[config.mk]
export PLATFORM = sky130hd
export DESIGN_NAME = skid_buf_fully_registered
export DESIGN_NICKNAME = d
export VERILOG_FILES = /design/src/rtl/skid_buf_fully_registered.sv
export SDC_FILE = /design/constraint.sdc
export NUM_CORES = 1
export LEC_CHECK = 0
export ABC_AREA = 1
export ABC_CLOCK_PERIOD_IN_PS = 3300
export BUFFER_PORTS_ARGS = -buffer_cell sky130_fd_sc_hd__buf_2
export CELL_PAD_IN_SITES_DETAIL_PLACEMENT = 0
export CELL_PAD_IN_SITES_GLOBAL_PLACEMENT = 1
export CORE_UTILIZATION = 41
export CTS_BUF_LIST = sky130_fd_sc_hd__clkbuf_4
export DETAILED_ROUTE_END_ITERATION = 10
export PLACE_DENSITY_LB_ADDON = 0.1
export SETUP_SLACK_MARGIN = 0.1
export SYNTH_ARGS = -nofsm -noshare
export SYNTH_HDL_FRONTEND = slang
export SYNTH_SLANG_ARGS = --single-unit
export TNS_END_PERCENT = 5
[constraint.sdc]
create_clock -name clk -period 3.3 [get_ports clk]
set_clock_uncertainty 0.05 [all_clocks]
set_input_delay 0 -clock clk [delete_from_list [all_inputs] [get_ports clk]]
set_output_delay 0 -clock clk [all_outputs]
set_load 0.01 [all_outputs]
[src/rtl/skid_buf_fully_registered.sv]
// Two-entry skid buffer with every output driven straight from a flop.
// Define SKID_STALL_CNT_EN to add the saturating stall_cnt_o counter.
module skid_buf_fully_registered #(
    parameter int DATA_W = 8
) (
    input  logic              clk,
    input  logic              reset,
    input  logic              in_srdy_i,
    input  logic [DATA_W-1:0] in_data_i,
    output logic              in_rrdy_o,
    input  logic              out_rrdy_i,
    output logic              out_srdy_o,
`ifdef SKID_STALL_CNT_EN
    output logic [15:0]       stall_cnt_o,
`endif
    output logic [DATA_W-1:0] out_data_o
);

    typedef enum logic [1:0] {
        EMPTY = 2'd0,
        BUSY  = 2'd1,
        FULL  = 2'd2
    } state_t;

    state_t            state_q, state_d;
    logic [DATA_W-1:0] main_q, main_d;
    logic [DATA_W-1:0] skid_q, skid_d;
    logic              in_rrdy_q, in_rrdy_d;
    logic              out_srdy_q, out_srdy_d;
    logic              in_xfer, out_xfer;

    assign in_xfer  = in_srdy_i & in_rrdy_q;
    assign out_xfer = out_srdy_q & out_rrdy_i;

    always_ff @(posedge clk) begin
        if (reset) begin
            state_q    <= EMPTY;
            main_q     <= '0;
            skid_q     <= '0;
            in_rrdy_q  <= 1'b1;
            out_srdy_q <= 1'b0;
        end else begin
            state_q    <= state_d;
            main_q     <= main_d;
            skid_q     <= skid_d;
            in_rrdy_q  <= in_rrdy_d;
            out_srdy_q <= out_srdy_d;
        end
    end

    always_comb begin
        state_d = state_q;
        main_d  = main_q;
        skid_d  = skid_q;
        unique case (state_q)
            EMPTY: begin
                if (in_xfer) begin
                    main_d  = in_data_i;
                    state_d = BUSY;
                end
            end
            BUSY: begin
                if (in_xfer && out_xfer) begin
                    main_d = in_data_i;
                end else if (in_xfer) begin
                    skid_d  = in_data_i;
                    state_d = FULL;
                end else if (out_xfer) begin
                    state_d = EMPTY;
                end
            end
            FULL: begin
                if (out_xfer) begin
                    main_d  = skid_q;
                    state_d = BUSY;
                end
            end
            default: state_d = EMPTY;
        endcase
        // Flag flops are loaded from the next state so they track state_q.
        in_rrdy_d  = (state_d != FULL);
        out_srdy_d = (state_d != EMPTY);
    end

    assign in_rrdy_o  = in_rrdy_q;
    assign out_srdy_o = out_srdy_q;
    assign out_data_o = main_q;

`ifdef SKID_STALL_CNT_EN
    logic [15:0] stall_cnt_q, stall_cnt_d;

    always_comb begin
        stall_cnt_d = stall_cnt_q;
        if (out_srdy_q && !out_rrdy_i && stall_cnt_q != 16'hFFFF) begin
            stall_cnt_d = stall_cnt_q + 16'd1;
        end
    end

    always_ff @(posedge clk) begin
        if (reset) begin
            stall_cnt_q <= '0;
        end else begin
            stall_cnt_q <= stall_cnt_d;
        end
    end

    assign stall_cnt_o = stall_cnt_q;
`endif

endmodule
==> impl_summary.md, run 1 <==
STA
Hold timing on the final database bottoms out at a slack of 0.0681 ns. The actual slew at the worst max-slew pin is 0.498 ns. The final critical-path share of the clock period is 46.2%. Counting I/O delays and the setup requirement, the final critical path takes 1.52 ns.

The number of max-slew violations in the final report is 0. Setup violations remaining at the end of the flow were counted as 0. The number of hold violations in the final report is 0.

Headroom to the max-slew limit came out at 66.6%. Setup repair after global routing left no endpoint under its margin. Derived from the worst setup path, the maximum achievable clock frequency is 656 MHz. The summed negative setup slack over all endpoints is 0 ns.

CTS
The tree built by TritonCTS fans out to 20 sinks. The insertion delay to the later sink of the worst-skew pair is 0.29 ns. The number of gates resized after CTS was 0. The maximum level of the CTS H-tree is 1. The CTS tree is done. Counting along the longest clock path gives a buffer depth of 2. The hold-fix buffer count after cts is 8. The count of buffers added by post-CTS timing repair for setup is 0. In this run the clock root is driven by a sky130_fd_sc_hd__clkbuf_4. Clock-pin slew was measured on the worst setup and hold paths at 0.11 ns.

Counting the buffers created by CTS gives 3.

Synthesis
Yosys printed 0 warnings. The mean area per synthesized cell is 6.75 sq um. After synthesis, flip-flops and latches occupy 41.2% of the total area. In the synthesized netlist, the number of instances is 144. When the netlist entered floorplanning its net count stood at 156. The post-synth design cell area is 972 sq um. Counting flops and latches in the post-synthesis netlist gives 20. The number of distinct standard cells referenced by the synthesized netlist is 16.

Flow run
The max-cap check violation count is 0.

Die
The effective utilization at floorplan is 43.5%. The vertical die dimension is 50.7 um. The floorplan has 17 rows. The die outline area is 0.00257 sq mm. The core area is 0.00223 sq mm. The die outline width is 50.7 um. The count of boundary I/O pins is 22.

Placement
The placed instance count is 189. Once detailed placement completed, the half-perimeter wirelength came to 1.43 mm. The cell area after placement is 0.00107 sq mm. The congestion estimate from routability-driven global placement came to 0.781. Input and output buffers added on the ports amount to 21.

Drt
Dividing the detail-routed wire length by the instance count gives 10.4 um. The number of nets still failing antenna checks after routing is 0. For this block, the routed nets add up to 2.09 mm of wire.

The routed via count divided by cell count is 4.57. The first routing iteration left 8 violations. The first-pass iteration count of the detailed router is 4. The total vias in the final route is 913. The DRC violations left is 0.

Final layout
The final layout net count is 186. Leaving out fill and tap cells, the most frequent cell in the layout is sky130_fd_sc_hd__nand2_1. The area growth from synthesis to final layout is 20.7%.

The post-route netlist has 18.6% of its cells at a drive strength greater than 1. The top cell types in the final layout, fill and taps aside, are 48 x sky130_fd_sc_hd__nand2_1, 32 x sky130_fd_sc_hd__nor2_1, 21 x sky130_fd_sc_hd__buf_2. The final design instance area without fill is 0.00117 sq mm. 0 antenna diodes ended up in the layout. The count of cells in the finished layout, fillers not included, comes to 200.

Worst setup path
The data required time at the worst endpoint is 3.45 ns. Among all stages on the critical path, the largest delay is contributed by sky130_fd_sc_hd__dfxtp_1. The worst setup path is of the flop to flop kind. The most numerous cell type found on the critical path is sky130_fd_sc_hd__nor2_1. The signal on the critical path passes through inv_1 > nand3_1 > inv_2 > nand2_2 > clkinv_2 > nor2_1 > nor2_1. In this design, the stage delay of the slowest critical-path cell is 0.60 ns. The worst setup path is launched from a flop. STA puts the critical path data arrival time at 1.68 ns.

The type of element capturing the critical path is a flop. The peak fanout along the critical path is 12.

Power and ir drop
The leakage power is 0.630 nW. VDD sags by at most 290 uV. In this run the power density over the cells is 498 mW/mm^2.

Run status
The flow ran to the end, and the final reports show no timing, DRC or antenna violations.

Global routing
The maximum number of pins on one net before global-route repair is 19. The global-route wire length before repair is 3.59 mm. The initial antenna violation count is 0.

Global routing consumed, over all layers together, 18.8% of the routing resources. The sum of overflow across all layers after global routing is 0. The number of global-route vias before repair is 845.

Hold path
The path class of the tightest hold or removal check is primary input to flop.
sequential cells by signal, summed over array words and instances, names as in the netlist:
| register | flops |
|---|---|
| in_rrdy_o | 1 |
| state_q | 2 |
| out_srdy_o | 1 |
| out_data_o | 8 |
| skid_q | 8 |
final timing paths:
path              startpoint         end  slack (ns)  depth (start not counted)
setup / recovery  state_q[1]   skid_q[4]        1.78                          7
hold / removal     in_srdy_i  state_q[0]        0.07                          6
setup reg to reg  state_q[1]   skid_q[4]        1.78                          7
hold reg to reg    skid_q[5]   skid_q[5]        0.45                          2
logic make-up (layout without fill, tap and decap cells):
kind of cell | count (synthesis) | in the layout | synth area share (%)
AO/OA/AOI/OAI | 1 | 1 | 0.901
AND/OR/NAND/NOR | 103 | 103 | 47.4
flip-flops | 20 | 20 | 41.2
buffers and inverters | 20 | 48 | 10.6
synthesized netlist by cell type (all sizes together):
cell type	number	share of area (%)
nor2	33	14
nand4	1	0.64
buf	3	3.5
nand2	51	21
nand3b	8	6.2
dfxtp	20	41
clkbuf	1	0.77
inv	14	5.4
nand3	10	5.1
o21ai	1	0.90
clkinv	2	0.90
cell type report:
type	count	area, sq um
multi-input cells	104	469
clock buffers	3	22.5
well taps	28	35.0
repair buffers	29	185
inverters	16	61.3
fillers	229	1060
flip-flops and latches	20	400
where the power goes:
| group | internal [mW] | switching (mW) |
|---|---|---|
| clock network | 0.0425 | 0.0713 |
| logic | 0.0672 | 0.108 |
| registers | 0.275 | 0.0201 |
through the flow:
| step | util, % | worst slack [ns] | power, mW |
|---|---|---|---|
| after floorplan | - | 2.16 | 0.430 |
| after global placement | 48.0 | 1.86 | 0.467 |
| after detailed placement | 48.0 | 1.80 | 0.470 |
| after CTS | 52.5 | 1.78 | 0.592 |
| after global routing | 52.5 | 1.61 | 0.635 |
| final | 52.5 | 1.78 | 0.584 |
metal layers:
| layer | track usage [%] | wire length [um] | vias to the layer above |
|---|---|---|---|
| li1 | - | - | 493 |
| met5 | 0 | 0 | - |
| met2 | 31.1 | 994 | 12 |
| met4 | 9.26 | 14 | 0 |
| met1 | 23.7 | 1020 | 406 |
| met3 | 2.73 | 50 | 2 |
critical path: cells and delay by family, from the launching register on:
| family | cells | cell delay (ns) |
|---|---|---|
| buf+inv | 3 | 0.36 |
| flops | 1 | 0.60 |
| simple gates | 4 | 0.41 |
Note: power is estimated with default switching activity, not from simulation.
==> run 2, diff against run 1 <==
- ABC_AREA: 1 -> 0
- ABC_CLOCK_PERIOD_IN_PS: 3300 -> 1500
- CORE_UTILIZATION: 41 -> 42
- clock period: 3.3 -> 1.5 ns (I/O delays scaled with it)
==> impl_summary.md, run 2 <==
Worst setup path
The data required time at the worst endpoint is 1.65 ns (-1.80 ns). On the critical path, the stage with the largest delay is an instance of sky130_fd_sc_hd__dfxtp_2. Traced cell by cell, the critical path runs through and3b_1 > buf_12 > nand2_1 > a221o_1. The stage delay of the slowest cell on the critical path is 0.38 ns (-0.22 ns). By startpoint and endpoint, the worst setup path is classified as flop to flop. The peak fanout along the critical path came to 17 (+5). The element type at the critical path start is a flop.

The type of element capturing the critical path is a flop. The arrival time at the worst endpoint was 1.49 ns (-0.19 ns).

Synthesis
The number of distinct standard cells referenced by the synthesized netlist is 27 (+11). The post-synth net total was 106 (-32%). The main flop type after synthesis is sky130_fd_sc_hd__dfxtp_1. The proportion of synthesized flip-flops having asynchronous set or reset is 0% (unchanged). The top-area cell type share of the netlist area is 40.6% (-0.57 points). The synthesis warning total is 0 (unchanged). The number of synthesized flops with an enable pin came to 0 (unchanged). The library cell occupying the most area in the post-synthesis netlist is sky130_fd_sc_hd__dfxtp_1.

The post-synth design cell area is 986 sq um (+1.4%). By count the netlist is led by 20 x sky130_fd_sc_hd__dfxtp_1, 11 x sky130_fd_sc_hd__a211oi_1, 9 x sky130_fd_sc_hd__o21ai_0. The number of synthesized register bits is 20 (unchanged). The part of the Yosys area used for sequential elements was 40.6% (-0.57 points). The mean area per synthesized cell is 10.5 sq um (+55%). The post-synthesis instance total is 94 (-35%). The most common cell in the synthesized netlist is sky130_fd_sc_hd__dfxtp_1.

After synthesis, the cell types taking the most area are sky130_fd_sc_hd__dfxtp_1 41%, sky130_fd_sc_hd__a211oi_1 8.4%, sky130_fd_sc_hd__mux2i_1 8.1%, sky130_fd_sc_hd__a211oi_2 6.3%, sky130_fd_sc_hd__o21ai_0 4.6%.

Run status
The flow ran to the end, and the final reports show no timing, DRC or antenna violations.

Power and ir drop
The largest vdd supply drop was 626 uV (+120%). The cell area power density came to 1000 mW/mm^2 (+100%). The leakage power is 0.537 nW (-15%). The overall power after layout came to 1.25 mW (+110%).

Placement
The worst slack at placement came to 0.0391 ns (-1.76 ns). The placed instance count is 141 (-25%). The count of input and output buffers is 21 (unchanged).

The HPWL after detailed placement is 1.51 mm (+4.9%). The weighted congestion reported at the end of routability-driven placement was 0.789 (+0.93%). The cell area after placement came to 0.00111 sq mm (+4.1%).

STA
The final critical delay including setup and external delays is 1.34 ns (-0.181 ns). The post-route worst setup slack is 0.157 ns (-1.62 ns). The highest clock rate came to 745 MHz (+13%). The worst slew slack as a fraction of its limit is 72.8% (+6.2 points).

The number of hold violations in the final report is 0 (unchanged). The number of max-slew violations in the final report is 0 (unchanged). Setup repair after global routing could not meet its margin everywhere.

The minimum hold slack is 0.0278 ns (-0.0403 ns). The summed negative setup slack over all endpoints was 0 ns (unchanged). The final-report setup violation count is 0 (unchanged). The final critical-path share of the clock period is 89.5% (+43 points). The actual slew at the worst max-slew pin is 0.408 ns (-0.0897 ns).

Drt
The DRC violations left is 0 (unchanged). The average routed wire per standard cell is 14.7 um (+41%). The length of routed wiring on met1 is 1.15 mm (+12%). The first-pass iteration count of the detailed router is 4 (unchanged). The sum of met2 wire segment lengths after detailed routing is 1.08 mm (+8.8%). The total vias in the final route came to 850 (-6.9%). The number of nets still failing antenna checks after routing is 0 (unchanged).

The total wire length came to 2.30 mm (+10%). The starting DRC count in detailed routing is 8 (unchanged). The routed via count divided by cell count is 5.45 (+19%). The total met3 wirelength after detailed routing is 49 um (-2.0%).

The highest layer used for signal routing is met4.

Global routing
The global-route wire length before repair is 3.67 mm (+2.3%). The number of global-route vias before repair is 756 (-11%). The global router's overall resource usage came to 19.6% (+0.76 points). The sum of overflow across all layers after global routing is 0 (unchanged). The initial antenna violation count is 0 (unchanged). The maximum number of pins on one net before global-route repair is 21 (+2).

CTS
The insertion delay to the later sink of the worst-skew pair was 0.29 ns (about the same). The clock-pin slew of the registers on the worst-case setup and hold paths was 0.12 ns (about the same). The maximum level of the CTS H-tree came to 1 (unchanged).

The total clock buffers created by CTS is 3 (unchanged). The number of sinks driven by the clock tree is 20 (unchanged). The maximum clock insertion buffer count is 2 (unchanged). The CTS tree is done. The clock root buffer is sky130_fd_sc_hd__clkbuf_4.

Final layout
The post-layout utilization of the core is 56.7% (+4.2 points). The final layout net count was 141 (-24%). The proportion of layout cells with a drive suffix above 1 is 34.4% (+16 points). The area growth from synthesis to final layout is 27.3%. The total inserted antenna cells is 0 (unchanged). Leaving out fill and tap cells, the most frequent cell in the layout is sky130_fd_sc_hd__buf_2.

The non-filler instance count after layout is 156 (-22%). The final design instance area without fill was 0.00125 sq mm (+6.9%). Leaving out fill and tap cells, the most frequent cells in the layout are 21 x sky130_fd_sc_hd__buf_2, 18 x sky130_fd_sc_hd__dfxtp_1, 11 x sky130_fd_sc_hd__a211oi_1.

Die
The core area is 0.00221 sq mm (-0.95%). The effective utilization at floorplan is 44.6% (+1.0 points). The site row count is 17 (unchanged). The die outline width is 50.5 um (-0.48%). The count of boundary I/O pins is 22 (unchanged). The vertical die dimension came to 50.5 um (-0.48%).

The die outline area is 0.00255 sq mm (-0.96%).

Hold path
The class of the most critical hold timing path is primary input to flop.

Flow run
The max-cap check violation count was 0 (unchanged).
[run 2: layout make-up]
class                      count  area, sq um
fill                         210          957
multi-input combinational     66          510
sequential                    20          403
timing repair buffer          38          280
tap                           28         35.0
clock buffer                   3         22.5
clock inverter                 1         3.75
[run 2: report_power, final]
part,leakage [nW],switching [mW],internal [mW]
combinational,0.357,0.183,0.183
sequential,0.165,0.0407,0.584
clock,0.0154,0.167,0.0968
total,0.537,0.391,0.864
[run 2: final timing paths]
check | depth (start not counted) | from | endpoint | slack, ns
setup / recovery | 4 | state_q[1] | in_rrdy_o | 0.16
hold / removal | 3 | in_srdy_i | state_q[0] | 0.03
setup reg to reg | 4 | state_q[1] | in_rrdy_o | 0.16
hold reg to reg | 2 | skid_q[2] | skid_q[2] | 0.44
[run 2: worst max-delay path, delay by kind of cell (launching register included)]
kind	cells	cell delay, ns
compound gates	1	0.32
buf+inv	1	0.16
simple gates	2	0.33
flops	1	0.38
[run 2: kinds of logic (layout without fill, tap and decap cells)]
logic type,count (synthesis),count (layout),synth area share [%]
mux,8,8,8.12
compound gates,40,40,31.9
simple gates,18,18,11.2
flops,20,20,40.6
buf+inv,8,42,8.25
[run 2: what timing repair did]
item                                    in CTS  in global routing
endpoints found under the setup margin      16                 17
pin swaps                                    0                  0
endpoints found under the hold margin       12                  0
buffers inserted                             0                  2
hold buffers                                 9                  0
gates resized for setup                      1                  3
[run 2: routing by layer]
| metal | GRT usage [%] | vias up |
|---|---|---|
| met2 | 30.2 | 12 |
| met3 | 3.64 | 2 |
| met4 | 8.33 | 0 |
| met5 | 0 | - |
| met1 | 26.5 | 404 |
| li1 | - | 432 |
